===== config.mk =====
export PLATFORM = sky130hd
export DESIGN_NAME = vga_fb_reader
export DESIGN_NICKNAME = d
export VERILOG_FILES = /design/src/rtl/vga_pkg.sv /design/src/rtl/vga_timing.sv /design/src/rtl/vga_fb_reader.sv
export SDC_FILE = /design/constraint.sdc
export NUM_CORES = 1
export LEC_CHECK = 0
export BUFFER_PORTS_ARGS = -buffer_cell sky130_fd_sc_hd__buf_4
export CORE_ASPECT_RATIO = 0.75
export CORE_MARGIN = 3
export CORE_UTILIZATION = 45
export CTS_BUF_LIST = sky130_fd_sc_hd__clkbuf_8
export DETAILED_ROUTE_END_ITERATION = 10
export HOLD_SLACK_MARGIN = 0.03
export PLACE_DENSITY_LB_ADDON = 0.2
export SYNTH_ARGS = -nofsm -noshare
export SYNTH_HDL_FRONTEND = slang
export SYNTH_SLANG_ARGS = --single-unit

===== constraint.sdc =====
create_clock -name CLOCK_50 -period 2.2 [get_ports CLOCK_50]
set_input_delay 0.66 -clock CLOCK_50 [delete_from_list [all_inputs] [get_ports CLOCK_50]]
set_output_delay 0.66 -clock CLOCK_50 [all_outputs]
set_load 0.05 [all_outputs]

===== src/rtl/vga_pkg.sv =====
// Shared VGA timing, framebuffer scaling and RGB332 layout constants.
package vga_pkg;

   localparam int H_VIS   = 640;
   localparam int H_FP    = 16;
   localparam int H_SYNC  = 96;
   localparam int H_BP    = 48;
   localparam int H_TOTAL = H_VIS + H_FP + H_SYNC + H_BP;

   localparam int V_VIS   = 480;
   localparam int V_FP    = 10;
   localparam int V_SYNC  = 2;
   localparam int V_BP    = 33;
   localparam int V_TOTAL = V_VIS + V_FP + V_SYNC + V_BP;

   localparam int SCALE_X = 10;
   localparam int SCALE_Y = 15;
   localparam int LOG_W   = 64;
   localparam int LOG_H   = 32;
   localparam int LX_W    = $clog2(LOG_W);
   localparam int LY_W    = $clog2(LOG_H);
   localparam int WORD_W  = LY_W + LX_W - 2;

   localparam int R_HI = 7;
   localparam int R_LO = 5;
   localparam int G_HI = 4;
   localparam int G_LO = 2;
   localparam int B_HI = 1;
   localparam int B_LO = 0;

   typedef struct packed {
      logic [9:0] hcount;
      logic [9:0] vcount;
      logic [1:0] lane;
      logic       hs_n;
      logic       vs_n;
      logic       active;
   } scan_t;

endpackage


===== src/rtl/vga_timing.sv =====
// 640x480@60 raster counters on a half-rate pixel enable, plus the
// divider-free sub-counters that map screen pixels onto the 64x32 frame.
module vga_timing
   import vga_pkg::*;
(
   input  logic              clk_i,
   input  logic              rst_i,
   output logic              pix_en_o,
   output scan_t             scan_o,
   output logic [WORD_W-1:0] word_nxt_o
);

   logic            pix_en_q;
   logic [9:0]      hcount_q, hcount_d;
   logic [9:0]      vcount_q, vcount_d;
   logic [3:0]      hsub_q, hsub_d;
   logic [3:0]      vsub_q, vsub_d;
   logic [LX_W-1:0] lx_q, lx_d;
   logic [LY_W-1:0] ly_q, ly_d;
   logic            h_end, v_end, hsub_end, vsub_end;

   assign h_end    = hcount_q == 10'(H_TOTAL - 1);
   assign v_end    = vcount_q == 10'(V_TOTAL - 1);
   assign hsub_end = hsub_q == 4'(SCALE_X - 1);
   assign vsub_end = vsub_q == 4'(SCALE_Y - 1);

   always_comb begin
      hcount_d = hcount_q;
      vcount_d = vcount_q;
      hsub_d   = hsub_q;
      vsub_d   = vsub_q;
      lx_d     = lx_q;
      ly_d     = ly_q;
      if (pix_en_q) begin
         if (h_end) begin
            hcount_d = '0;
            hsub_d   = '0;
            lx_d     = '0;
            if (v_end) begin
               vcount_d = '0;
               vsub_d   = '0;
               ly_d     = '0;
            end else begin
               vcount_d = vcount_q + 10'd1;
               if (vsub_end) begin
                  vsub_d = '0;
                  ly_d   = ly_q + LY_W'(1);
               end else begin
                  vsub_d = vsub_q + 4'd1;
               end
            end
         end else begin
            hcount_d = hcount_q + 10'd1;
            // lx keeps running through blanking; only its visible values matter
            if (hsub_end) begin
               hsub_d = '0;
               lx_d   = lx_q + LX_W'(1);
            end else begin
               hsub_d = hsub_q + 4'd1;
            end
         end
      end
   end

   always_ff @(posedge clk_i) begin
      if (rst_i) begin
         pix_en_q <= 1'b0;
         hcount_q <= '0;
         vcount_q <= '0;
         hsub_q   <= '0;
         vsub_q   <= '0;
         lx_q     <= '0;
         ly_q     <= '0;
      end else begin
         pix_en_q <= ~pix_en_q;
         hcount_q <= hcount_d;
         vcount_q <= vcount_d;
         hsub_q   <= hsub_d;
         vsub_q   <= vsub_d;
         lx_q     <= lx_d;
         ly_q     <= ly_d;
      end
   end

   assign pix_en_o   = pix_en_q;
   // word index of the pixel being entered, so the address register leads data
   assign word_nxt_o = {ly_d, lx_d[LX_W-1:2]};

   always_comb begin
      scan_o        = '0;
      scan_o.hcount = hcount_q;
      scan_o.vcount = vcount_q;
      scan_o.lane   = lx_q[1:0];
      scan_o.hs_n   = !((hcount_q >= 10'(H_VIS + H_FP)) &&
                        (hcount_q <  10'(H_VIS + H_FP + H_SYNC)));
      scan_o.vs_n   = !((vcount_q >= 10'(V_VIS + V_FP)) &&
                        (vcount_q <  10'(V_VIS + V_FP + V_SYNC)));
      scan_o.active = (hcount_q < 10'(H_VIS)) && (vcount_q < 10'(V_VIS));
   end

endmodule


===== src/rtl/vga_fb_reader.sv =====
// Framebuffer scan-out: drives the dmem VGA read port and turns the returned
// RGB332 words into VGA sync, blank and colour, one pixel behind the counters.
module vga_fb_reader
   import vga_pkg::*;
#(
   parameter int VGA_BITS = 8,
   parameter int ADDR_W   = 9,
   parameter int FB_BASE  = 0
) (
   input  logic                CLOCK_50,
   input  logic                reset,
   input  logic [31:0]         read_data_vga,
   output logic [31:0]         addr_vga,
   output logic [VGA_BITS-1:0] VGA_R,
   output logic [VGA_BITS-1:0] VGA_G,
   output logic [VGA_BITS-1:0] VGA_B,
   output logic                VGA_HS_O,
   output logic                VGA_VS_O,
   output logic                VGA_BLANK_N,
   output logic                VGA_CLK_O,
   output logic                frame_start
);

   localparam logic [31:0] ADDR_MASK  = (32'd1 << ADDR_W) - 32'd1;
   localparam logic [31:0] ADDR_RESET = 32'(FB_BASE) & ADDR_MASK;

   logic              pix_en;
   scan_t             scan;
   logic [WORD_W-1:0] word_nxt;

   vga_timing u_timing (
      .clk_i      (CLOCK_50),
      .rst_i      (reset),
      .pix_en_o   (pix_en),
      .scan_o     (scan),
      .word_nxt_o (word_nxt)
   );

   logic [31:0]         addr_q, addr_d;
   logic [7:0]          pix_byte;
   logic [2:0]          r3, g3;
   logic [1:0]          b2;
   logic [VGA_BITS-1:0] r_exp, g_exp, b_exp;
   logic [VGA_BITS-1:0] r_q, g_q, b_q;
   logic                hs_q, vs_q, blank_n_q, vga_clk_q, frame_start_q;

   always_comb begin
      addr_d   = (32'(FB_BASE) + 32'(word_nxt)) & ADDR_MASK;
      pix_byte = read_data_vga[{scan.lane, 3'b000} +: 8];
      r3       = pix_byte[R_HI:R_LO];
      g3       = pix_byte[G_HI:G_LO];
      b2       = pix_byte[B_HI:B_LO];
      r_exp    = '0;
      g_exp    = '0;
      b_exp    = '0;
      // repeat the field MSB-first so full-scale codes map to all ones
      for (int i = 0; i < VGA_BITS; i++) begin
         r_exp[VGA_BITS-1-i] = r3[2 - (i % 3)];
         g_exp[VGA_BITS-1-i] = g3[2 - (i % 3)];
         b_exp[VGA_BITS-1-i] = b2[1 - (i % 2)];
      end
   end

   always_ff @(posedge CLOCK_50) begin
      if (reset) begin
         addr_q        <= ADDR_RESET;
         r_q           <= '0;
         g_q           <= '0;
         b_q           <= '0;
         hs_q          <= 1'b1;
         vs_q          <= 1'b1;
         blank_n_q     <= 1'b0;
         vga_clk_q     <= 1'b0;
         frame_start_q <= 1'b0;
      end else begin
         vga_clk_q     <= pix_en;
         frame_start_q <= pix_en && (scan.hcount == 10'(H_TOTAL - 1)) &&
                          (scan.vcount == 10'(V_VIS - 1));
         if (pix_en) begin
            addr_q    <= addr_d;
            r_q       <= scan.active ? r_exp : '0;
            g_q       <= scan.active ? g_exp : '0;
            b_q       <= scan.active ? b_exp : '0;
            hs_q      <= scan.hs_n;
            vs_q      <= scan.vs_n;
            blank_n_q <= scan.active;
         end
      end
   end

   assign addr_vga    = addr_q;
   assign VGA_R       = r_q;
   assign VGA_G       = g_q;
   assign VGA_B       = b_q;
   assign VGA_HS_O    = hs_q;
   assign VGA_VS_O    = vs_q;
   assign VGA_BLANK_N = blank_n_q;
   assign VGA_CLK_O   = vga_clk_q;
   assign frame_start = frame_start_q;

endmodule


==> out/metrics.cfg <==
[cts]
clk_path_buf_depth=2
clockRootBuffer=clkbuf_8
cts_resized=0
clk_pin_slew_ns=0.06
clock_sinks=62
post_cts_buffers=0
tritoncts=done
cts_hold_buf=0
cts_made_buffers=9
clock_latency_ns=0.34
htreeDepth=3

[logic_synthesis]
synthesis.area_sq_um=3180
ys.flop_type=dfxtp_1
synth_top_family_by_area=simple AND/OR/NAND/NOR gates
synthAdderAreaFrac_pct=3.94
ys_top_cells_by_area=dfxtp_1, buf_4, mux4_2, xor2_1, nand2_1
synthMuxAreaShare_pct=6.30
synth_area_leader_cell=dfxtp_1
synth-seq-area-share_pct=39.0
synth-xor-area-share_pct=6.34
synthCells=367
synth_compound_area_share_pct=8.46
ys_types=45
synth_seq_cells=62
synth_edf_count=0
async_flop_share_pct=0
synth_top_area_share_pct=39.0
synth-simple-area-share_pct=22.0
yosysWarnings=0
syn_avg_cell_area_sq_um=8.66

[critical_path]
path_class=register to register
path_max_fanout=8
crit_family=simple AND/OR/NAND/NOR gates
rr_worst_depth=6
critPathMaxStageDelay_ns=0.57
cp.arrival_ns=2.30
endpoint_kind=register
worstSetupStartpointType=register
crit_chain=ha_1 > nand3_1 > or4_4 > or3_1 > a21oi_1 > a21o_1
timing.critical_path.buf_inv=0
cp.required_ns=2.49
cpMaxStageDelayCell=or4_4
cp.depth=6

[grt]
overflow=0
grt_util_all_layers_pct=18.2
grt_first_pass_wirelength_um=11500
antenna_found_initial=0
grt_max_degree=25
grt_pass1_vias=2364

[sta]
max_freq_mhz=497
fin_crit_ns=2.01
post-route-period-util_pct=91.4
fin_hold_ws_ns=0.444
final_max_slew_viol_count=0
tightest_slew_ns=0.668
setup_viol=0
tns_ns=0
rsz0062_at_grt=false
hold_violations=0
slew_headroom_pct=55.4
finalClockSkew_ns=0.00370

[cells_and_area]
antenna_cells=0
syn_to_final_growth_pct=19.0
design_area_sq_um=3780
fin_nets=469
drive_gt1_share_pct=25.4

[drt]
drc_errors=0
viasPerCell=5.05
drt_first_iter_violations=89
met1_length_um=3410
drt_wl_total_um=7090
met3RoutedLength_um=340
wl_met2_um=3250
vias=2577
dr.pass1.iters=4
wl_per_cell_um=13.9
maxUsedRoutingLayer=met4
ant_nets=0

[floorplan]
io_pins=95
die_w_um=103
die-area_sq_um=8120
initial_utilization_pct=48.4
fp.dieH_um=78.8
rows=25
fp.coreArea_sq_um=6570

[flow_run]
cap_violations=0

[power_and_ir_drop]
cellPowerDensity_nw_per_um2=630
max-vdd-ir-drop_mv=0.501
total_leakage_power_nw=1.65

[hold_path]
hold_class=register to register
whs_path_depth=2

[place]
placed_area_sq_um=3610
dpl.hpwl_um=5380
gp_congestion=0.839
portBuffers=71

[status]
status=finished clean

## registers in the layout, summed over array words and instances, names as in the netlist, 2 cells and up
register           flops
VGA_B                  2
u_timing.hcount_q     10
addr_vga               9
u_timing.vsub_q        4
u_timing.lx_q          6
u_timing.hsub_q        4
u_timing.ly_q          5
VGA_G                  3
u_timing.vcount_q     10
VGA_R                  3
## cell usage in the layout (no fill, tap or decap), types with 7 or more instances in the layout
| master | n |
|---|---|
| inv_1 | 22 |
| a21oi_1 | 13 |
| clkbuf_8 | 11 |
| nand3_1 | 11 |
| nor3_1 | 7 |
| nand2_1 | 39 |
| conb_1 | 23 |
| dfxtp_1 | 62 |
| ha_1 | 10 |
| nor2_1 | 38 |
| o21ai_0 | 17 |
| nand4_1 | 13 |
| buf_4 | 82 |
| xor2_1 | 18 |
| mux4_2 | 8 |
## through the flow
step / utilization [%] / setup slack (ns) / total power, W / std cells
2_1_floorplan: - / 0.248 / 0.00149 / 389
3_3_place_gp: 55.0 / 0.185 / 0.00155 / 495
3_5_place_dp: 55.0 / 0.0870 / 0.00156 / 495
4_1_cts: 57.5 / 0.0761 / 0.00242 / 510
5_1_grt: 57.6 / 0.0407 / 0.00249 / 510
6_report: 57.6 / 0.189 / 0.00238 / 510
## layout make-up
cell class	count	area [sq um]
multi-input combinational	251	1590
timing repair buffer	82	616
tap	81	101
sequential	62	1240
fill	623	2790
clock buffer	11	151
clock inverter	4	16.3
inverter	19	71.3
## worst reg2reg max path, stage by stage, from the launching register on
cell     delay, ns
dfxtp_1       0.40
ha_1          0.22
nand3_1       0.13
or4_4         0.57
or3_1         0.32
a21oi_1       0.21
a21o_1        0.11
## where the power goes
group	total, W	internal (W)	switching (W)
registers	0.00116	0.00114	0.0000175
logic	0.000373	0.000108	0.000266
clock network	0.000852	0.000449	0.000403
## layer usage
layer / track usage [%] / up-vias
met4: 6.47 / 0
met3: 5.71 / 9
met2: 26.4 / 54
met1: 25.4 / 1210
li1: - / 1304
met5: 0 / -
## cell usage after synthesis, types with 2 or more instances
library cell / count
nor4_1: 6
dfxtp_1: 62
nor3_1: 7
o31ai_1: 2
a21oi_1: 13
o21a_1: 2
nand2_1: 39
clkbuf_1: 13
nand4_1: 13
buf_4: 39
o32ai_1: 3
mux4_2: 8
nand3_1: 11
nor2_1: 38
ha_1: 10
mux2i_1: 2
inv_1: 19
xnor2_1: 5
buf_1: 3
or3_1: 4
a21o_1: 4
nand4b_1: 2
o21ai_0: 17
nand2b_1: 4
nand3b_1: 4
xor2_1: 18
## kinds of logic after synthesis
logic type	Yosys count
adder cells (fa/ha/maj)	10
AO/OA/AOI/OAI	45
other	1
XOR/XNOR	23
flip-flops	62
multiplexers	10
AND/OR/NAND/NOR	140
buffers and inverters	76
## final timing paths
check             slack, ns                  from          endpoint
setup / recovery       0.19  u_timing.hcount_q[1]  u_timing.ly_q[2]
hold / removal         0.44           VGA_BLANK_N       VGA_BLANK_N
setup reg to reg       0.19  u_timing.hcount_q[1]  u_timing.ly_q[2]
hold reg to reg        0.44           VGA_BLANK_N       VGA_BLANK_N
No activity file was read; power rests on OpenSTA's default activity.
